`config.mk`:
```
export PLATFORM = sky130hd
export DESIGN_NAME = pio_debounce_irq
export DESIGN_NICKNAME = d
export VERILOG_FILES = /design/src/rtl/pio_debounce_irq.sv
export SDC_FILE = /design/constraint.sdc
export NUM_CORES = 1
export LEC_CHECK = 0
export ABC_CLOCK_PERIOD_IN_PS = 6500
export CORE_UTILIZATION = 57
export CTS_BUF_LIST = sky130_fd_sc_hd__clkbuf_2
export DETAILED_ROUTE_END_ITERATION = 8
export PLACE_DENSITY = 0.88
export SKIP_CTS_REPAIR_TIMING = 1
export SLEW_MARGIN = 40
export SYNTH_ARGS = -nofsm -noshare
export SYNTH_HDL_FRONTEND = slang
export SYNTH_SLANG_ARGS = --single-unit
```
`constraint.sdc`:
```
create_clock -name clk -period 6.5 [get_ports clk]
set_input_delay 0.975 -clock clk [delete_from_list [all_inputs] [get_ports clk]]
set_output_delay 0.975 -clock clk [all_outputs]
set_load 0.02 [all_outputs]
```
`src/rtl/pio_debounce_irq.sv`:
```
// Avalon-MM PIO: debounced edge-capturing inputs with masked IRQ, set/clear-able outputs.
// Read latency 1 clock, no waitrequest; input pin to DATA_IN latency SYNC_STAGES+DEBOUNCE_CYCLES.
// Never stalls the bus: every read/write completes in the cycle it is sampled.
module pio_debounce_irq #(
  parameter int IN_WIDTH         = 3,
  parameter int OUT_WIDTH        = 10,
  parameter int DEBOUNCE_CYCLES  = 50000,
  parameter int SYNC_STAGES      = 2,
  parameter int INPUT_ACTIVE_LOW = 1,
  parameter int EDGE_MODE        = 0,
  parameter logic [OUT_WIDTH-1:0] OUT_RESET = '0
) (
  input  logic                 clk,
  input  logic                 reset,
  input  logic [2:0]           address,
  input  logic                 read,
  input  logic                 write,
  input  logic [31:0]          writedata,
  output logic [31:0]          readdata,
  output logic                 irq,
  input  logic [IN_WIDTH-1:0]  pio_in,
  output logic [OUT_WIDTH-1:0] pio_out
);

  localparam int CW = $clog2(DEBOUNCE_CYCLES);
  localparam logic [CW-1:0] CNT_LAST = CW'(DEBOUNCE_CYCLES - 1);
  // Raw pin level that corresponds to "not pressed"; synchronisers start here so
  // that leaving reset never looks like a press.
  localparam logic [IN_WIDTH-1:0] RAW_IDLE =
      (INPUT_ACTIVE_LOW != 0) ? {IN_WIDTH{1'b1}} : {IN_WIDTH{1'b0}};

  localparam logic [2:0] A_DATA_IN  = 3'd0;
  localparam logic [2:0] A_DATA_OUT = 3'd1;
  localparam logic [2:0] A_IRQ_MASK = 3'd2;
  localparam logic [2:0] A_EDGE_CAP = 3'd3;
  localparam logic [2:0] A_OUT_SET  = 3'd4;
  localparam logic [2:0] A_OUT_CLR  = 3'd5;
  localparam logic [2:0] A_INFO     = 3'd6;

  logic [SYNC_STAGES-1:0][IN_WIDTH-1:0] sync;
  logic [IN_WIDTH-1:0]                  s;
  logic [IN_WIDTH-1:0][CW-1:0]          cnt;
  logic [IN_WIDTH-1:0]                  stable;
  logic [IN_WIDTH-1:0]                  stable_d;
  logic [IN_WIDTH-1:0]                  new_edge;
  logic [IN_WIDTH-1:0]                  edge_cap;
  logic [IN_WIDTH-1:0]                  edge_clr;
  logic [IN_WIDTH-1:0]                  irq_mask;
  logic [OUT_WIDTH-1:0]                 data_out;
  logic [31:0]                          rd_mux;
  logic                                 unused_wd;

  // Upper writedata bits beyond the channel widths carry no meaning here.
  assign unused_wd = ^writedata;

  // Metastability synchroniser chain, stage 0 samples the raw pins.
  always_ff @(posedge clk or posedge reset) begin
    if (reset) sync <= {SYNC_STAGES{RAW_IDLE}};
    else       sync <= {sync[SYNC_STAGES-2:0], pio_in};
  end

  assign s = (INPUT_ACTIVE_LOW != 0) ? ~sync[SYNC_STAGES-1] : sync[SYNC_STAGES-1];

  // Per-channel debounce: accept a new level only after it has held for DEBOUNCE_CYCLES.
  always_ff @(posedge clk or posedge reset) begin
    if (reset) begin
      cnt    <= '0;
      stable <= '0;
    end else begin
      for (int i = 0; i < IN_WIDTH; i++) begin
        if (s[i] == stable[i]) begin
          cnt[i] <= '0;
        end else if (cnt[i] == CNT_LAST) begin
          stable[i] <= s[i];
          cnt[i]    <= '0;
        end else begin
          cnt[i] <= cnt[i] + CW'(1);
        end
      end
    end
  end

  // Delayed copy of the debounced level for edge detection.
  always_ff @(posedge clk or posedge reset) begin
    if (reset) stable_d <= '0;
    else       stable_d <= stable;
  end

  // Select which debounced transition counts as an event.
  always_comb begin
    new_edge = '0;
    case (EDGE_MODE)
      0:       new_edge = stable & ~stable_d;
      1:       new_edge = ~stable & stable_d;
      default: new_edge = stable ^ stable_d;
    endcase
  end

  assign edge_clr = (write && address == A_EDGE_CAP) ? writedata[IN_WIDTH-1:0] : '0;

  // Sticky edge capture; a fresh edge beats a simultaneous write-1-to-clear.
  always_ff @(posedge clk or posedge reset) begin
    if (reset) edge_cap <= '0;
    else       edge_cap <= (edge_cap & ~edge_clr) | new_edge;
  end

  // Interrupt mask register.
  always_ff @(posedge clk or posedge reset) begin
    if (reset)                             irq_mask <= '0;
    else if (write && address == A_IRQ_MASK) irq_mask <= writedata[IN_WIDTH-1:0];
  end

  // Output register with direct, atomic-set and atomic-clear write ports.
  always_ff @(posedge clk or posedge reset) begin
    if (reset) begin
      data_out <= OUT_RESET;
    end else if (write) begin
      case (address)
        A_DATA_OUT: data_out <= writedata[OUT_WIDTH-1:0];
        A_OUT_SET:  data_out <= data_out | writedata[OUT_WIDTH-1:0];
        A_OUT_CLR:  data_out <= data_out & ~writedata[OUT_WIDTH-1:0];
        default:    data_out <= data_out;
      endcase
    end
  end

  // Read mux built from current state, so a simultaneous write returns the old value.
  always_comb begin
    rd_mux = '0;
    case (address)
      A_DATA_IN:  rd_mux[IN_WIDTH-1:0]  = stable;
      A_DATA_OUT: rd_mux[OUT_WIDTH-1:0] = data_out;
      A_IRQ_MASK: rd_mux[IN_WIDTH-1:0]  = irq_mask;
      A_EDGE_CAP: rd_mux[IN_WIDTH-1:0]  = edge_cap;
      A_INFO:     rd_mux = {8'h01, 8'd0, 8'(OUT_WIDTH), 8'(IN_WIDTH)};
      default:    rd_mux = '0;
    endcase
  end

  // Registered read data, zero when no read was issued.
  always_ff @(posedge clk or posedge reset) begin
    if (reset)     readdata <= '0;
    else if (read) readdata <= rd_mux;
    else           readdata <= '0;
  end

  assign irq     = |(edge_cap & irq_mask);
  assign pio_out = data_out;

endmodule

```
==> metrics <==
Placed Area=4500 um2; initial antenna violation count=0; Finished Cell Area=~4600 um2; maxcap violations=0; Power Dens Cells=between 200 and 250 nW/um2; Cell Area, Synth=4060 um2; Max Slew Vio Count=0; fraction of layout cells with a size suffix above 1=7.94%; synthesized area per cell=10.4 um2; Routed Antenna Nets=0; fmax=0.333 GHz; worst path bufs/invs=2; warnings from Yosys=0; CTS sink count=87; DRT iter0 DRCs=131; H-tree depth=3; area of the multi-input gates=between 1500 and 2000 um2; Die Y=approximately 86 um; CP peak stage delay=around 0.55 ns; Final min period=roughly 3.0 ns; worst-path cell chain=a222oi_1 -> inv_1 -> clkdlybuf4s50_1; boundary pin count=between 80 and 90; status=complete, no violations; crit path capture type=output port; average routed wire per standard cell=13.5 um; Lkg Pwr=1.92 nW; core area=6830 um2; Worst VDD drop=around 0.13 mV; GRT Util Overall=a little over a fifth; fraction of registers with async set/reset=100%; CP Launch Point=irq_mask[2]; vias in the first global route=roughly 2700; clk_lat worst skew=0.55 ns; Die X=between 80 and 90 um; Reg area=roughly 2200 um2; Final period util=between 40% and 50%; Crit-path slowest cell=clkdlybuf4s50_1; cell family with most CP delay=buffers and inverters; DR pass1 iterations=4; Synth Flop Type=dfrtp_1; Filler Cells Inserted=526; # rows=30; largest net degree at the start of global routing=88; skew final=between 0.02 and 0.025 ns; Post-Synthesis Cells=about 400; drt total wl=roughly 7200 um; area share of the largest cell type after synthesis=roughly half; GP Congestion=between 0.8 and 0.9; Hold Crit Class=reg2reg; Tot Pwr=about 1000 uW; WP data required=between 5 and 6 ns; HPWL Detailed=between 5000 and 6000 um; CTS Root Cell=clkbuf_2; Fin. Hold Viols=0; Layout area overhead=13.7%; Fin Setup TNS=0 ns; Yosys reg bits=between 80 and 90; area leader, netlist=dfrtp_1; synth unique cells=between 40 and 50; first-pass GRT wire length=12100 um; CP Max Fanout=3; DRC Markers=0; final net count=roughly 480; critical path launch point type=flip-flop; Reg clk slew, reported paths=about 0.22 ns; GR peak layer=met2; register area share after synthesis=53.8%; antenna cells=0; met1 usage=between 20% and 30%; Synth area leaders=dfrtp_1 50%, xnor2_1 9.1%, nor2_1 5.5%; cts bufs inserted=9; Starting Density=59.5%; reg-to-reg critical path startpoint=cnt[0]; met2 usage=between 30% and 40%; vias per cell=5.43; Post-Place Worst Slack=3.57 ns; number of synthesized flops with an enable pin=0; total global routing overflow=0; min-delay src=sync[2]; Worst slew margin=slightly above 50%; via count=between 2000 and 3000; Final Util=67.6%; met3 GRT Util=~5.3%; Max Root-Sink Buffers=2; die area=around 7500 um2; CTS tree=built; critical path arrival=between 2 and 2.5 ns; endpoints failing setup=0; RSZ-0062 raised after global routing=no; critical path class=reg2out; port bufs=42; Worst-Margin Slew=0.741 ns; final worst slack=about 3.5 ns
[layer usage]
layer | part of all wire (%) | wire length (um)
met5 | 0 | 0
met4 | 2.0 | 144
met3 | 4.2 | 301
met2 | 48 | 3480
met1 | 46 | 3320
[cells in the mapped netlist, drive strengths merged, types with 2 or more instances]
cell and n:
ha 3, nor4 14, mux2i 3, xor2 5, mux2 3, nand4 10
dfstp 6, and2 8, inv 14, and3 5, or2 2, nor4bb 2
and4b 2, a21oi 18, xnor2 42, nand2b 2, dfrtp 81, or4 2
and3b 3, clkbuf 6, and4bb 2, nand2 20, buf 23, nand3 18
nor3 11, nor2b 2, nor2 59, a211oi 6, o21ai 8
[where the power goes]
part,switching [mW],internal [mW],total (mW),leakage [nW]
clock network,0.180,0.0857,0.266,0.0648
logic,0.0749,0.0591,0.134,0.697
registers,0.0213,0.569,0.590,1.16
total,0.276,0.714,0.990,1.92
[logic make-up (layout without fill, tap and decap cells)]
family / count (synthesis) / count (layout) / synth area share (%)
AND/OR/NAND/NOR: 166 / 166 / 21.2
adder cells (fa/ha/maj): 3 / 3 / 0.924
buffers and inverters: 43 / 74 / 5.97
AO/OA/AOI/OAI: 37 / 37 / 5.79
other: 1 / 20 / 0.0923
flip-flops: 87 / 87 / 53.8
XOR/XNOR: 47 / 47 / 10.1
multiplexers: 7 / 7 / 2.12
[worst paths after layout]
check / to / depth (start not counted) / slack, ns
setup / recovery: irq / 3 / 3.50
hold / removal: sync[5] / 0 / 0.37
setup reg to reg: cnt[14] / 5 / 4.62
hold reg to reg: sync[5] / 0 / 0.37
max in group asynchronous: cnt[4] / 3 / 5.07
min in group asynchronous: cnt[43] / 3 / 0.90
[cell usage in the layout, fill, tap and decap left out, types with 5 or more instances in the layout]
cell / n
a211oi_1: 6
a21oi_1: 18
and2_1: 8
and3_1: 5
clkbuf_2: 9
clkdlybuf4s50_1: 42
conb_1: 20
dfrtp_1: 81
dfstp_2: 6
inv_1: 13
nand2_1: 20
nand3_1: 17
nand4_1: 10
nor2_1: 59
nor3_1: 11
nor4_1: 14
o21ai_0: 8
xnor2_1: 42
xor2_1: 5
[final cells by class]
| type | count | share of cell area (%) |
|---|---|---|
| flip-flops and latches | 87 | 47.3 |
| multi-input cells | 280 | 37.1 |
| clock buffers | 9 | 0.975 |
| clock inverters | 7 | 1.35 |
| inverters | 14 | 1.16 |
| well taps | 96 | 2.60 |
| repair buffers | 44 | 9.51 |
[state kept, by name, indices dropped and copies added (netlist names)]
name and cells:
pio_out 10, irq_mask 3, edge_cap 3, cnt 48, sync 6, stable 3
stable_d 3, readdata 11
[worst register-to-register path: cells and delay by family, from the launching register on]
kind	cells	cell delay, ns
compound gates	1	0.53
buf+inv	1	0.26
fa+ha+maj	1	0.20
simple gates	2	0.38
flops	1	0.44
[metrics by stage]
stage / hold slack (ns) / std cells
6_report: 0.374 / 537
5_1_grt: 0.370 / 537
4_1_cts: 0.364 / 536
3_5_place_dp: 0.349 / 520
3_3_place_gp: 0.347 / 520
2_1_floorplan: 0.345 / 410
Power figures use the tool's default switching activity.
